**src/rtl/rv_pkg.sv**
```systemverilog
// Shared RV32I decode constants: opcodes, immediate-type selects and the bubble encoding.
package rv_pkg;

    localparam logic [6:0] OP_IMM = 7'b0010011;
    localparam logic [6:0] LOAD   = 7'b0000011;
    localparam logic [6:0] JALR   = 7'b1100111;
    localparam logic [6:0] SYSTEM = 7'b1110011;
    localparam logic [6:0] STORE  = 7'b0100011;
    localparam logic [6:0] BRANCH = 7'b1100011;
    localparam logic [6:0] LUI    = 7'b0110111;
    localparam logic [6:0] AUIPC  = 7'b0010111;
    localparam logic [6:0] JAL    = 7'b1101111;
    localparam logic [6:0] OP     = 7'b0110011;

    typedef enum logic [2:0] {
        IMM_I = 3'b000,
        IMM_S = 3'b001,
        IMM_B = 3'b010,
        IMM_U = 3'b011,
        IMM_J = 3'b100
    } imm_sel_e;

    // addi x0,x0,0
    localparam logic [31:0] NOP_INSTR = 32'h0000_0013;

endpackage

```
**src/rtl/imm_type_dec.sv**
```systemverilog
// Opcode -> immediate-type select; flags opcodes outside the supported RV32I set.
module imm_type_dec
    import rv_pkg::*;
(
    input  logic [6:0] opcode,
    output logic [2:0] imm_sel,
    output logic       has_imm,
    output logic       unknown
);

    always_comb begin
        imm_sel = IMM_I;
        has_imm = 1'b1;
        unknown = 1'b0;
        case (opcode)
            OP_IMM, LOAD, JALR, SYSTEM: imm_sel = IMM_I;
            STORE:                      imm_sel = IMM_S;
            BRANCH:                     imm_sel = IMM_B;
            LUI, AUIPC:                 imm_sel = IMM_U;
            JAL:                        imm_sel = IMM_J;
            OP:                         has_imm = 1'b0;
            default: begin
                has_imm = 1'b0;
                unknown = 1'b1;
            end
        endcase
    end

endmodule

```
**src/rtl/if_id_reg.sv**
```systemverilog
// IF/ID pipeline register with stall hold, flush bubble and a saturating stall counter.
module if_id_reg
    import rv_pkg::*;
#(
    parameter int              XLEN      = 32,
    parameter logic [XLEN-1:0] NOP_INSTR = XLEN'(rv_pkg::NOP_INSTR),
    parameter int              CNT_W     = 16
) (
    input  logic             clk,
    input  logic             rst_n,
    input  logic [XLEN-1:0]  if_pc,
    input  logic [XLEN-1:0]  if_instr,
    input  logic             if_valid,
    input  logic             stall,
    input  logic             flush,
    output logic [XLEN-1:0]  id_pc,
    output logic [XLEN-1:0]  id_pc4,
    output logic [XLEN-1:0]  id_instr,
    output logic             id_valid,
    output logic [6:0]       id_opcode,
    output logic [4:0]       id_rd,
    output logic [4:0]       id_rs1,
    output logic [4:0]       id_rs2,
    output logic [2:0]       id_funct3,
    output logic [24:0]      id_immediate,
    output logic [2:0]       id_imm_sel,
    output logic             id_has_imm,
    output logic             id_illegal,
    output logic [CNT_W-1:0] id_stall_cycles
);

    logic [XLEN-1:0]  pc_q, pc_d;
    logic [XLEN-1:0]  pc4_q, pc4_d;
    logic [XLEN-1:0]  instr_q, instr_d;
    logic             valid_q, valid_d;
    logic [CNT_W-1:0] cnt_q, cnt_d;
    logic             unknown;

    always_comb begin
        pc_d    = pc_q;
        pc4_d   = pc4_q;
        instr_d = instr_q;
        valid_d = valid_q;
        cnt_d   = cnt_q;
        if (flush) begin
            pc_d    = if_pc;
            pc4_d   = if_pc + XLEN'(4);
            instr_d = NOP_INSTR;
            valid_d = 1'b0;
        end else if (stall) begin
            if (cnt_q != '1) cnt_d = cnt_q + CNT_W'(1);
        end else begin
            pc_d    = if_pc;
            pc4_d   = if_pc + XLEN'(4);
            instr_d = if_valid ? if_instr : NOP_INSTR;
            valid_d = if_valid;
        end
    end

    always_ff @(posedge clk or negedge rst_n) begin
        if (!rst_n) begin
            pc_q    <= '0;
            pc4_q   <= XLEN'(4);
            instr_q <= NOP_INSTR;
            valid_q <= 1'b0;
            cnt_q   <= '0;
        end else begin
            pc_q    <= pc_d;
            pc4_q   <= pc4_d;
            instr_q <= instr_d;
            valid_q <= valid_d;
            cnt_q   <= cnt_d;
        end
    end

    // Decode straight off the register so held contents always decode identically.
    imm_type_dec u_imm_type_dec (
        .opcode  (instr_q[6:0]),
        .imm_sel (id_imm_sel),
        .has_imm (id_has_imm),
        .unknown (unknown)
    );

    assign id_pc           = pc_q;
    assign id_pc4          = pc4_q;
    assign id_instr        = instr_q;
    assign id_valid        = valid_q;
    assign id_opcode       = instr_q[6:0];
    assign id_rd           = instr_q[11:7];
    assign id_funct3       = instr_q[14:12];
    assign id_rs1          = instr_q[19:15];
    assign id_rs2          = instr_q[24:20];
    assign id_immediate    = instr_q[31:7];
    assign id_illegal      = valid_q & unknown;
    assign id_stall_cycles = cnt_q;

endmodule

```
**config.mk**
```make
export PLATFORM = sky130hd
export DESIGN_NAME = if_id_reg
export DESIGN_NICKNAME = d
export VERILOG_FILES = /design/src/rtl/rv_pkg.sv /design/src/rtl/imm_type_dec.sv /design/src/rtl/if_id_reg.sv
export SDC_FILE = /design/constraint.sdc
export NUM_CORES = 1
export LEC_CHECK = 0
export BUFFER_PORTS_ARGS = -buffer_cell sky130_fd_sc_hd__buf_4
export CORE_UTILIZATION = 48
export CTS_BUF_LIST = sky130_fd_sc_hd__clkbuf_8 sky130_fd_sc_hd__clkbuf_16
export CTS_CLUSTER_DIAMETER = 80
export DETAILED_ROUTE_END_ITERATION = 7
export GPL_TIMING_DRIVEN = 0
export PLACE_DENSITY = 0.81
export SLEW_MARGIN = 20
export SYNTH_ARGS = -nofsm -noshare
export SYNTH_HDL_FRONTEND = slang
export SYNTH_HIERARCHICAL = 1
export SYNTH_SLANG_ARGS = --single-unit
```
**constraint.sdc**
```tcl
create_clock -name clk -period 2.55 [get_ports clk]
set_clock_uncertainty 0.2 [all_clocks]
set_input_delay 0.765 -clock clk [delete_from_list [all_inputs] [get_ports clk]]
set_output_delay 0.765 -clock clk [all_outputs]
set_load 0.02 [all_outputs]
```
* Word-level counts from Yosys, hierarchy flattened
Cells that the tools add are included.
Word-level totals: input bits 69, word-level logic and storage cells 37, bits in registers 113, output and inout bits 168
Operators by class: add/subtract/negate cells 2, bitwise gates (word level) 2, equal/unequal tests 12, mux-type cells 12, reductions and logical operators 4
Operator list (number):
- 2-to-1 mux 32 bit | 7
- adder 32 x 3 -> 32 bit, second input constant | 1
- == test 7 bit, second input constant | 4
- == test 7 x 6 -> 1 bit, second input constant | 3
- adder 16 x 1 -> 16 bit, second input constant | 1
- inequality test 16 bit, second input constant | 1
- == test 7 x 5 -> 1 bit, second input constant | 2
- one-hot mux 3 bit (4 select lines) | 1
- OR reduction 10 bit | 1
- OR reduction 9 bit | 1
- == test 7 x 2 -> 1 bit, second input constant | 1
- 2-to-1 mux 1 bit | 4
- AND reduction 3 bit | 1
- inequality test 2 x 1 -> 1 bit, second input constant | 1
- OR reduction 2 bit | 1
- bitwise AND 1 bit | 1
- inverter 1 bit | 1

* Depth between registers and ports, before layout
Gate-level depths: netlist of the first run.
depth after elaboration 4, gate-level depth with buffers 7, depth with buffers taken out 5

* Cells and area by module
Netlist of the first run, hierarchy kept.
By module, submodules not included:
- if_id_reg | instances 1, area an instance 5255.0 um^2, seq. area each 2782.7 um^2, cells an instance 524
- imm_type_dec | instances 1, area an instance 133.9 um^2, seq. area each 0.0 um^2, cells an instance 23

* Least setup slack after synthesis of the first run
Ideal clock, no wire load.
kind input to register, start point input port if_pc[2], end point register pc4_q[30], in the netlist id_pc4[30], setup slack 35 ps, data arrival time 2191 ps, path buffers 2, library setup time 124 ps, cell stages on the path 7, data required time 2226 ps, path through ha_1 buf_2 nand4_1 or4_1 buf_2 o311a_1 a211o_1
On the way: longest elaborated chain between the ends 3
RTL lines:
- start: declaration | RTL line if_id_reg.sv:11 | input logic [XLEN-1:0] if_pc,
- adder 32 x 3 -> 32 bit (*) | RTL line if_id_reg.sv:47, if_id_reg.sv:54
- 2-to-1 mux 32 bit | RTL line if_id_reg.sv:50 | end else if (stall) begin
- 2-to-1 mux 32 bit (*) | RTL line if_id_reg.sv:45 | if (flush) begin
- end signal: assignment | RTL line if_id_reg.sv:69 | pc4_q <= pc4_d;
- end: declaration | RTL line if_id_reg.sv:33 | logic [XLEN-1:0] pc4_q, pc4_d;
Mark *: on every way between the ends. The rest lies on a longest branch, timed or not. The select of a mux whose other input is x is not followed. A chain may end at the register's enable or synchronous reset.

* Worst setup path in the final report of the first run
start point register instr_q[4], in the netlist id_instr[4], end point output port id_illegal
On the way: longest elaborated chain between the ends 4, elaborated cells between the ends (all ways) 13, those cells by class eq/ne (10); mux (1); bitwise (1); reduce/logical (1)
RTL lines:
- start: declaration | RTL line if_id_reg.sv:34 | logic [XLEN-1:0] instr_q, instr_d;
- start signal: assignment | RTL line if_id_reg.sv:70 | instr_q <= instr_d;
- == test 7 x 5 -> 1 bit (tied with other cells) | RTL line imm_type_dec.sv:15 | case (opcode)
- OR reduction 10 bit (no source line) (*)
- 2-to-1 mux 1 bit (*) | RTL line imm_type_dec.sv:15
- via unknown | RTL line if_id_reg.sv:37 | logic unknown;
- bitwise AND 1 bit (*) | RTL line if_id_reg.sv:94 | assign id_illegal = valid_q & unknown;
- end: declaration | RTL line if_id_reg.sv:28 | output logic id_illegal,
The timed path passes the listed nets; every way through them passes the cells marked *.

==> metrics.md, run 1 <==
| Metric | Value |
|---|---|
| P&R area growth vs syn | `39.82%` |
| Status | `finished, violations left` |
| Fraction of layout cells with a size suffix above 1 | `0.4130` |
| Fin crit period | `2.576 ns` |
| # fillers | `874` |
| R2R setup slack | `0.34 ns` |
| # diodes | `0` |
| Global-route wire length before repair | `24.09 mm` |
| Routed length per instance | `16.56 microns` |
| Setup tns final | `-0.02605 ns` |
| Most frequent cells in the layout | `buf_4 (287), nand2_1 (122), dfrtp_1 (103)` |
| CP Data Arrival Time | `1.61 ns` |
| Pin count of the biggest net entering global routing | `112` |
| Final setup vio count | `1` |
| Post-route DRC | `0` |
| GRT Overall Usage | `0.2692` |
| WL final | `15.55 mm` |
| Initial antenna violation count | `0` |
| Tot Pwr | `4.085 mW` |
| Clock tree buffer depth | `2` |
| Worst endpoint required time | `1.59 ns` |
| Final RePlAce weighted congestion | `0.8755` |
| Chip Width | `108.0 microns` |
| Hold slack | `0.2786 ns` |
| Full die area | `11650 sq um` |
| WS Path Type | `register to output port` |
| Post-Synthesis Cells | `547` |
| Post-synthesis register bit count | `111` |
| Final worst-path cycle share | `1.010` |
| Port buffer count | `235` |
| Syn_nets | `618` |
| Vias | `5100` |
| Synthesized area | `5389 sq um` |
| Initial Util | `0.4949` |
| Antenna-violating nets left | `0` |
| Hold crit path type | `input port to async pin` |
| Worst vdd ir | `392.7 uV` |
| Avg Inst Size Synth | `9.852 sq um` |
| TritonCTS buffer count | `9` |
| CP Cell Sequence | `and2b_1 > nand2_1 > a31o_1 > and2_4 > buf_6` |
| Core Box Area | `10890 sq um` |
| DP Worst Slack | `-0.2076 ns` |
| Final Hold Viols | `0` |
| CP top delay family | `flip-flops` |
| Failing checks | `negative setup slack` |
| Pre-Repair DR Iteration Count | `5` |
| Die Y | `108.0 microns` |
| Initial DRC count | `238` |
| Root Driver | `clkbuf_8` |
| Commonest non-fill, non-tap cell in the layout | `buf_4` |
| Slowest CP cell | `dfstp_2` |
| Pleak | `3.791 nW` |
| Clk Latency, worst-skew pair | `0.38 ns` |
| Worst-margin pin slew | `0.8843 ns` |
| Max Cap Viol | `0` |
| CTS tree | `built` |
| Fmax | `0.3882 GHz` |
| Ports | `237` |
| Dpl cell area | `7332 sq um` |
| Origin of the critical flop-to-flop path | `id_stall_cycles[0]` |
| Clk sink count | `111` |
| Largest stage delay, worst path | `0.56 ns` |
| Final setup margin | `-0.02605 ns` |
| Final #Nets | `865` |
| Final instance area | `7535 sq um` |
| Max_slew headroom | `0.4104` |
| Dpl hpwl | `11.90 mm` |
| Startpoint types | `register` |
| Distinct cell type count after synthesis | `52` |
| Vias per std cell | `5.431` |
| Synth warn | `6` |
| Cell count along the critical path | `5` |
| Unrepaired setup endpoints after global routing | `true` |
| CP endpoint kind | `output port` |
| # rows | `38` |
| Vias in the first global route | `4780` |
| CTS HTree Levels | `3` |
| GRT Residual Overflow | `0` |
| Pwr dens | `542.2 nW/um^2` |
| Worst R2R End | `id_stall_cycles[6]` |
| Clk pin slew, worst setup/hold paths | `0.10 ns` |
| Worst reg2reg path depth | `5` |
| CP bufs+invs | `1` |
| Final Max Tran Viols | `0` |
| CP Max Fanout | `4` |
| Register area share after synthesis | `0.5164` |
## registers in the layout, indices dropped and copies added, names as in the netlist
| name | flops |
|---|---|
| id_pc | 32 |
| id_valid | 1 |
| id_instr | 32 |
| id_pc4 | 30 |
| id_stall_cycles | 16 |
## cell usage after synthesis (all sizes together)
master	n	share of area
nand2	122	0.085
dfrtp	107	0.50
buf	59	0.083
a22o	29	0.047
clkbuf	22	0.016
nor2	22	0.015
o21ai	22	0.020
nand4	18	0.023
a31oi	17	0.020
xnor2	14	0.023
or4	11	0.015
xor2	10	0.016
nand3	9	0.0084
o31ai	9	0.013
and2	7	0.0081
and4	7	0.012
and3	6	0.0070
inv	6	0.0042
o211ai	6	0.0084
or3	6	0.0074
nor3	5	0.0046
dfstp	4	0.020
o22a	3	0.0049
a211o	2	0.0033
a21oi	2	0.0019
ha	2	0.0046
mux2i	2	0.0037
nor3b	2	0.0037
nor4	2	0.0035
a2111o	1	0.0021
a2111oi	1	0.0016
a21o	1	0.0014
a311oi	1	0.0016
a31o	1	0.0016
a41oi	1	0.0016
and2b	1	0.0014
mux2	1	0.0021
nand2b	1	0.0012
nor2b	1	0.0012
nor4b	1	0.0016
o21a	1	0.0014
o311a	1	0.0019
or3b	1	0.0016
## timing repair
action                                  4_1_cts  5_1_grt
gates cloned                                  0        0
hold buffers                                  0        0
resized for setup                             6        3
buffers inserted                              1        0
endpoints found under the setup margin        3        4
## cell families after synthesis
kind of cell | count (synthesis) | synth area share
fa+ha+maj | 2 | 0.004643
flops | 111 | 0.5164
xor+xnor | 24 | 0.03901
compound gates | 98 | 0.1314
simple gates | 222 | 0.2001
mux | 3 | 0.005805
buf+inv | 87 | 0.1026
## area by class of cell
cell class | count | area [sq um] | share of cell area
sequential | 111 | 2788 | 0.3700
clock inverter | 6 | 35.03 | 0.004650
clock buffer | 10 | 137.6 | 0.01827
multi-input combinational | 349 | 2064 | 0.2740
timing repair buffer | 236 | 1782 | 0.2365
tap | 140 | 175.2 | 0.02325
inverter | 6 | 22.52 | 0.002989
buffer | 81 | 530.5 | 0.07041
## report_power, final
part           internal [mW]  switching (mW)
Clock                  0.378           0.601
Combinational          0.469           0.579
Sequential              1.91           0.148
## how the worst max path moves through the flow
| stage | startpoint | end | slack, ns |
|---|---|---|---|
| floorplan | if_pc[2] | id_pc4[30] | 0.03 |
| global placement | if_pc[2] | id_pc4[30] | -0.15 |
| detailed placement | if_pc[4] | id_pc4[17] | -0.21 |
| CTS | id_instr[4] | id_illegal | -0.02 |
| global route | id_instr[4] | id_illegal | -0.09 |
| finish | id_instr[4] | id_illegal | -0.03 |
## stage by stage
step                      std cells  utilization
after detailed placement        922       0.6734
after CTS                       939       0.6911
after global routing            939       0.6920
after floorplan                 547            -
final                           939       0.6920
after global placement          922       0.6731
## per-layer routing
| metal | track usage | vias up | routed length [microns] |
|---|---|---|---|
| li1 | - | 2364 | - |
| met1 | 0.3298 | 2469 | 6142 |
| met2 | 0.4713 | 241 | 7895 |
| met3 | 0.04280 | 26 | 1158 |
| met4 | 0.1115 | 0 | 356 |
| met5 | 0 | - | 0 |
Power figures use the tool's default switching activity.
==> inputs of run 2 (changes only) <==
--- a/config.mk
+++ b/config.mk
@@ -11,6 +11,7 @@
 export CTS_CLUSTER_DIAMETER = 80
 export DETAILED_ROUTE_END_ITERATION = 7
 export GPL_TIMING_DRIVEN = 0
+export MAX_ROUTING_LAYER = met4
 export PLACE_DENSITY = 0.81
 export SLEW_MARGIN = 20
 export SYNTH_ARGS = -nofsm -noshare
==> run 2 against run 1 <==
Compared with the run above: the flow still finishes with violations (negative setup slack); cell count grew 0.11%; hold slack gained 0.0045 ns; total power shrank 0.23%; largest power group unchanged; critical path type unchanged; non-clock buffer count grew 1; via count shrank 0.65%; die area is the same; sequential share of layout area is essentially flat.
==> metrics.md, run 2 (synthesis results as in run 1) <==
| Metric | Value |
|---|---|
| Status | `finished, violations left` |
| Failing checks | `negative setup slack` |
| Final Hold Viols | `0` |
| Pwr dens | `540.2 nW/um^2` |
| Max_slew headroom | `0.3169` |
| Pre-Repair DR Iteration Count | `6` |
| Core Util, Final | `0.6929` |
| Origin of the critical flop-to-flop path | `id_stall_cycles[0]` |
| GRT Residual Overflow | `0` |
| Hold crit path type | `register to register` |
| Vias per std cell | `5.390` |
| Pin count of the biggest net entering global routing | `112` |
| Cell count along the critical path | `5` |
| Worst reg2reg path depth | `5` |
| Fin crit period | `2.607 ns` |
| CTS tree | `built` |
| Sequential cell area | `2788 sq um` |
| Slowest CP cell | `dfstp_2` |
| R2R setup slack | `0.42 ns` |
| Initial antenna violation count | `0` |
| CTS HTree Levels | `3` |
| Most frequent cells in the layout | `buf_4 (288), nand2_1 (120), dfrtp_1 (103)` |
| Clk Latency, worst-skew pair | `0.38 ns` |
| Placed cells | `922` |
| Vias | `5067` |
| Full die area | `11650 sq um` |
| # diodes | `0` |
| Hold_buf cts | `0` |
| CP top delay family | `flip-flops` |
| Worst-margin pin slew | `1.025 ns` |
| Port buffer count | `235` |
| WL final | `15.74 mm` |
| Crit path to | `id_illegal` |
| Clk sink count | `111` |
| CP bufs+invs | `1` |
| Die Y | `108.0 microns` |
| Final worst-path cycle share | `1.022` |
| Chip Width | `108.0 microns` |
| Dpl hpwl | `11.93 mm` |
| Initial Util | `0.4949` |
| Antenna-violating nets left | `0` |
| Hold path depth | `2` |
| Setup tns final | `-0.05669 ns` |
| Worst endpoint required time | `1.59 ns` |
| Final Max Tran Viols | `0` |
| Initial DRC count | `293` |
| Commonest non-fill, non-tap cell in the layout | `buf_4` |
| Clk pin slew, worst setup/hold paths | `0.11 ns` |
| Final setup vio count | `1` |
| Critical path launch point | `id_instr[4]` |
| GRT Overall Usage | `0.2801` |
| Pleak | `3.789 nW` |
| Worst R2R End | `id_stall_cycles[1]` |
| Routed length per instance | `16.75 microns` |
| Max Cap Viol | `0` |
| Worst vdd ir | `330.4 uV` |
| Clock tree buffer depth | `2` |
| P&R area growth vs syn | `40.00%` |
| Final setup margin | `-0.05669 ns` |
| DP Worst Slack | `-0.1954 ns` |
| TritonCTS buffer count | `9` |
| Multi-input logic area | `2071 sq um` |
| WS Path Type | `register to output port` |
| CP Cell Sequence | `and2b_1 > nand2_2 > a31o_1 > and2_4 > buf_6` |
| # fillers | `835` |
| Core Box Area | `10890 sq um` |
| Unrepaired setup endpoints after global routing | `true` |
| Tot Pwr | `4.076 mW` |
| Root Driver | `clkbuf_8` |
| Vias in the first global route | `4788` |
| Fraction of layout cells with a size suffix above 1 | `0.4200` |
| Ports | `237` |
| Final #Nets | `866` |
| CP endpoint kind | `output port` |
| CP Data Arrival Time | `1.64 ns` |
| Post-route DRC | `0` |
| Min-delay src | `id_pc4[3]` |
| Final Non-Filler Cells | `940` |
| Final RePlAce weighted congestion | `0.8868` |
| Global-route wire length before repair | `24.33 mm` |
| Fmax | `0.3836 GHz` |
| # rows | `38` |
| Largest stage delay, worst path | `0.58 ns` |
| CP Max Fanout | `5` |
| Startpoint types | `register` |
==> run 2: per-layer routing <==
layer,GRT usage,routed length [microns],up-vias
met4,0.09589,283,0
met5,-,0,-
met2,0.4704,8109,235
li1,-,-,2365
met3,0.04039,1034,23
met1,0.3466,6316,2444
==> run 2: layout make-up <==
type / instances / share of cell area
repair buffers: 237 / 0.2368
well taps: 140 / 0.02322
flip-flops and latches: 111 / 0.3695
clock inverters: 7 / 0.006302
multi-input cells: 349 / 0.2745
plain buffers: 81 / 0.07032
clock buffers: 9 / 0.01642
inverters: 6 / 0.002985
==> run 2: repair_timing <==
| action | 4_1_cts | 5_1_grt |
|---|---|---|
| resized for setup | 7 | 4 |
| endpoints found under the hold margin | 0 | 0 |
| setup endpoints to repair | 3 | 5 |
| setup buffers | 2 | 0 |
| pin swaps | 0 | 0 |
==> run 2: per-stage QoR <==
stage / hold WS [ns] / instance area, sq um
floorplan: 0.2694 / 5389
global placement: 0.2555 / 7328
detailed placement: 0.2596 / 7332
CTS: 0.2850 / 7533
global route: 0.3133 / 7545
finish: 0.2830 / 7545
==> run 2: how the worst min path moves through the flow <==
| stage | endpoint |
|---|---|
| after global placement | id_pc[3] |
| final | id_pc4[3] |
| after global routing | id_pc[8] |
| after CTS | id_pc[6] |
| after floorplan | id_instr[10] |
| after detailed placement | id_pc[6] |
==> run 2: worst min-delay path, cell delays in order (launching register included) <==
cell and delay (ns):
dfrtp_1 0.36, nand2_1 0.05, nand2_1 0.05
==> run 2: power breakdown <==
| group | internal, mW | total, mW | switching, mW |
|---|---|---|---|
| Combinational | 0.468 | 1.04 | 0.577 |
| Clock | 0.356 | 0.971 | 0.615 |
| Sequential | 1.91 | 2.06 | 0.149 |
==> inputs of run 3 (changes only) <==
--- a/config.mk
+++ b/config.mk
@@ -5,8 +5,9 @@
 export SDC_FILE = /design/constraint.sdc
 export NUM_CORES = 1
 export LEC_CHECK = 0
+export ABC_AREA = 1
 export BUFFER_PORTS_ARGS = -buffer_cell sky130_fd_sc_hd__buf_4
-export CORE_UTILIZATION = 48
+export CORE_UTILIZATION = 49
 export CTS_BUF_LIST = sky130_fd_sc_hd__clkbuf_8 sky130_fd_sc_hd__clkbuf_16
 export CTS_CLUSTER_DIAMETER = 80
 export DETAILED_ROUTE_END_ITERATION = 7
@@ -16,5 +17,4 @@
 export SLEW_MARGIN = 20
 export SYNTH_ARGS = -nofsm -noshare
 export SYNTH_HDL_FRONTEND = slang
-export SYNTH_HIERARCHICAL = 1
 export SYNTH_SLANG_ARGS = --single-unit
==> run 3 against run 2 <==
Compared with the run above: the flow still finishes with violations (negative setup slack); combinational power grew 8%; non-clock buffer count shrank 4; synthesized area grew 6.8%; first-iteration DRC count grew 35%; setup slack gained 0.029 ns; cell area grew 7.4%; global-route usage grew 1.4 points; sequential power is essentially flat; sequential share of layout area shrank 2.6 points; routed wire length grew 9.2%; via count grew 12%; critical endpoint unchanged; highest routed layer unchanged.
==> metrics.md, run 3 <==
| Metric | Value |
|---|---|
| Core Box Area | `11420 sq um` |
| Post-synthesis register bit count | `111` |
| Placed cells | `1098` |
| Vias | `5670` |
| Min-delay src | `id_pc[29]` |
| Die Y | `110.4 microns` |
| Full die area | `12180 sq um` |
| Max Cap Viol | `0` |
| # diodes | `0` |
| Origin of the critical flop-to-flop path | `id_stall_cycles[0]` |
| Root Driver | `clkbuf_16` |
| GRT Overall Usage | `0.2936` |
| Pre-Repair DR Iteration Count | `5` |
| Final Non-Filler Cells | `1119` |
| Setup tns final | `-0.02775 ns` |
| Status | `finished, violations left` |
| Clk pin slew, worst setup/hold paths | `0.07 ns` |
| Unrepaired setup endpoints after global routing | `true` |
| WL final | `17.19 mm` |
| Largest cells by area after synthesis | `dfrtp_1 (47%), nand2_1 (17%), buf_4 (6.9%)` |
| P_int | `3.233 mW` |
| Synth warn | `0` |
| Core Util, Final | `0.7100` |
| Antenna-violating nets left | `0` |
| Startpoint types | `register` |
| Synthesized area | `5753 sq um` |
| Initial antenna violation count | `0` |
| Post-route DRC | `0` |
| # rows | `39` |
| Final Max Tran Viols | `0` |
| Hold Path Sink | `id_pc[29]` |
| Final #Nets | `1042` |
| Global-route wire length before repair | `26.03 mm` |
| Synth area leader | `dfrtp_1` |
| Worst vdd ir | `371.7 uV` |
| Async set-reset flop share out of synthesis | `1.000` |
| Vias per std cell | `5.067` |
| CP endpoint kind | `output port` |
| Worst endpoint required time | `1.59 ns` |
| Count leader, synth | `nand2_1` |
| Synth Flop Type | `dfrtp_1` |
| DP Worst Slack | `0.07946 ns` |
| Net Sw Frac | `0.3065` |
| Routed length per instance | `15.36 microns` |
| Most frequent cells in the layout | `buf_4 (292), nand2_1 (262), dfrtp_1 (106)` |
| P_sw | `1.429 mW` |
| Final setup vio count | `1` |
| Vias in the first global route | `5108` |
| GRT Residual Overflow | `0` |
| Worst R2R End | `id_stall_cycles[14]` |
| Final Hold Viols | `0` |
| Post-Synthesis Cells | `719` |
| Reg power frac | `0.440` |
| Chip Width | `110.4 microns` |
| CP Max Fanout | `5` |
| Register area share after synthesis | `0.4837` |
| Final setup margin | `-0.02775 ns` |
| Final worst-path cycle share | `1.011` |
| Fin crit period | `2.578 ns` |
| Worst reg2reg path depth | `9` |
| CTS tree | `built` |
| Initial DRC count | `397` |
| Pin count of the biggest net entering global routing | `112` |
| Ports | `237` |
| Commonest non-fill, non-tap cell in the layout | `buf_4` |
| Synth cell count leaders | `nand2_1 (264), dfrtp_1 (107), nor2_1 (76)` |
| Syn_nets | `790` |
| Pwr dens | `575.1 nW/um^2` |
| Port buffer count | `236` |
| TritonCTS buffer count | `9` |
| # fillers | `957` |
| Hold crit path type | `register to register` |
| Clk Latency, worst-skew pair | `0.34 ns` |
| Fraction of layout cells with a size suffix above 1 | `0.3689` |
| Max_slew headroom | `0.4119` |
| Clk sink count | `111` |
| EDFF count, synth | `0` |
| WS Path Type | `register to output port` |
| Fmax | `0.3879 GHz` |
| Hold path depth | `2` |
| Avg Inst Size Synth | `8.001 sq um` |
| Combinational power share | `0.240` |
| Hold slack | `0.2821 ns` |
| Pleak | `4.257 nW` |
| R2R setup slack | `0.66 ns` |
| Distinct cell type count after synthesis | `30` |
| Dpl hpwl | `12.88 mm` |
| CTS HTree Levels | `3` |
| Failing checks | `negative setup slack` |
| P&R area growth vs syn | `40.91%` |
| CP Data Arrival Time | `1.61 ns` |
| Final RePlAce weighted congestion | `0.9266` |
| Worst-margin pin slew | `0.8822 ns` |
| Top-area cell type share of the netlist area | `0.4654` |
| Clock tree buffer depth | `2` |
| Initial Util | `0.5038` |
| Clk network pwr share | `0.320` |
==> run 3: changes by cell type after synthesis, moves of 11 or more <==
cell	before	now
nor2_1	22	76
nand2_1	122	264
inv_1	6	41
a31oi_1	17	0
clkbuf_1	21	8
nand3_1	9	44
or4_1	11	0
==> run 3: how the worst max path moves through the flow <==
stage,cells past startpoint,to,start,slack (ns)
4_1_cts,6,id_illegal,id_instr[1],-0.06
3_3_place_gp,6,id_illegal,id_instr[1],0.11
6_report,6,id_illegal,id_instr[1],-0.03
2_1_floorplan,6,id_illegal,id_instr[4],0.08
3_5_place_dp,6,id_illegal,id_instr[1],0.08
5_1_grt,7,id_illegal,id_instr[4],-0.1
==> run 3: area by class of cell <==
class | instances | area, sq um | share of cell area
clock inverters | 4 | 51.30 | 0.006328
inverters | 44 | 165.2 | 0.02037
multi-input cells | 491 | 2341 | 0.2888
plain buffers | 73 | 500.5 | 0.06174
flip-flops and latches | 111 | 2784 | 0.3434
clock buffers | 12 | 266.5 | 0.03288
well taps | 143 | 178.9 | 0.02207
repair buffers | 241 | 1819 | 0.2244
==> run 3: through the flow <==
stage                     total power, mW  cell area (sq um)
final                               4.662               8107
after global routing                4.873               8107
after CTS                           4.674               8075
after detailed placement            3.191               7707
after global placement              3.173               7704
after floorplan                     2.646               5753
==> run 3: logic make-up after synthesis <==
logic type | count (synthesis) | share of synthesized area
adders and majority gates | 2 | 0.004349
DFF | 111 | 0.4837
xor gates and xnor gates | 10 | 0.01522
and+or+nand+nor | 417 | 0.2988
buffers and inverters | 117 | 0.1157
AOI/OAI and AO/OA | 62 | 0.08221
==> run 3: power by group through the flow <==
stage / clock network, mW / registers, mW / logic, mW
2_1_floorplan: 0 / 2.24 / 0.405
3_3_place_gp: 0 / 2.08 / 1.09
3_5_place_dp: 0 / 2.08 / 1.11
4_1_cts: 1.50 / 2.05 / 1.12
5_1_grt: 1.58 / 2.07 / 1.22
6_report: 1.49 / 2.05 / 1.12
==> run 3: what timing repair did <==
action / CTS / global route
hold buffers: 0 / 0
resized for setup: 5 / 8
gates cloned: 0 / 0
buffers inserted: 4 / 1
pin swaps: 3 / 4
setup endpoints to repair: 4 / 5
==> run 3: metal layers <==
layer	share of wire	vias to the layer above	global-route usage	wire length [microns]
li1	-	2756	-	-
met2	0.50	220	0.4840	8602
met5	0	-	-	0
met3	0.076	28	0.03704	1310
met1	0.40	2666	0.3725	6859
met4	0.024	0	0.1081	415
==> run 3: critical path, cell delays in order (launching register included) <==
cell and delay (ns):
dfstp_2 0.57, nand2_2 0.07, nor3_4 0.19, nand4_1 0.13, nand2_1 0.14, nor2_4 0.05
buf_6 0.12
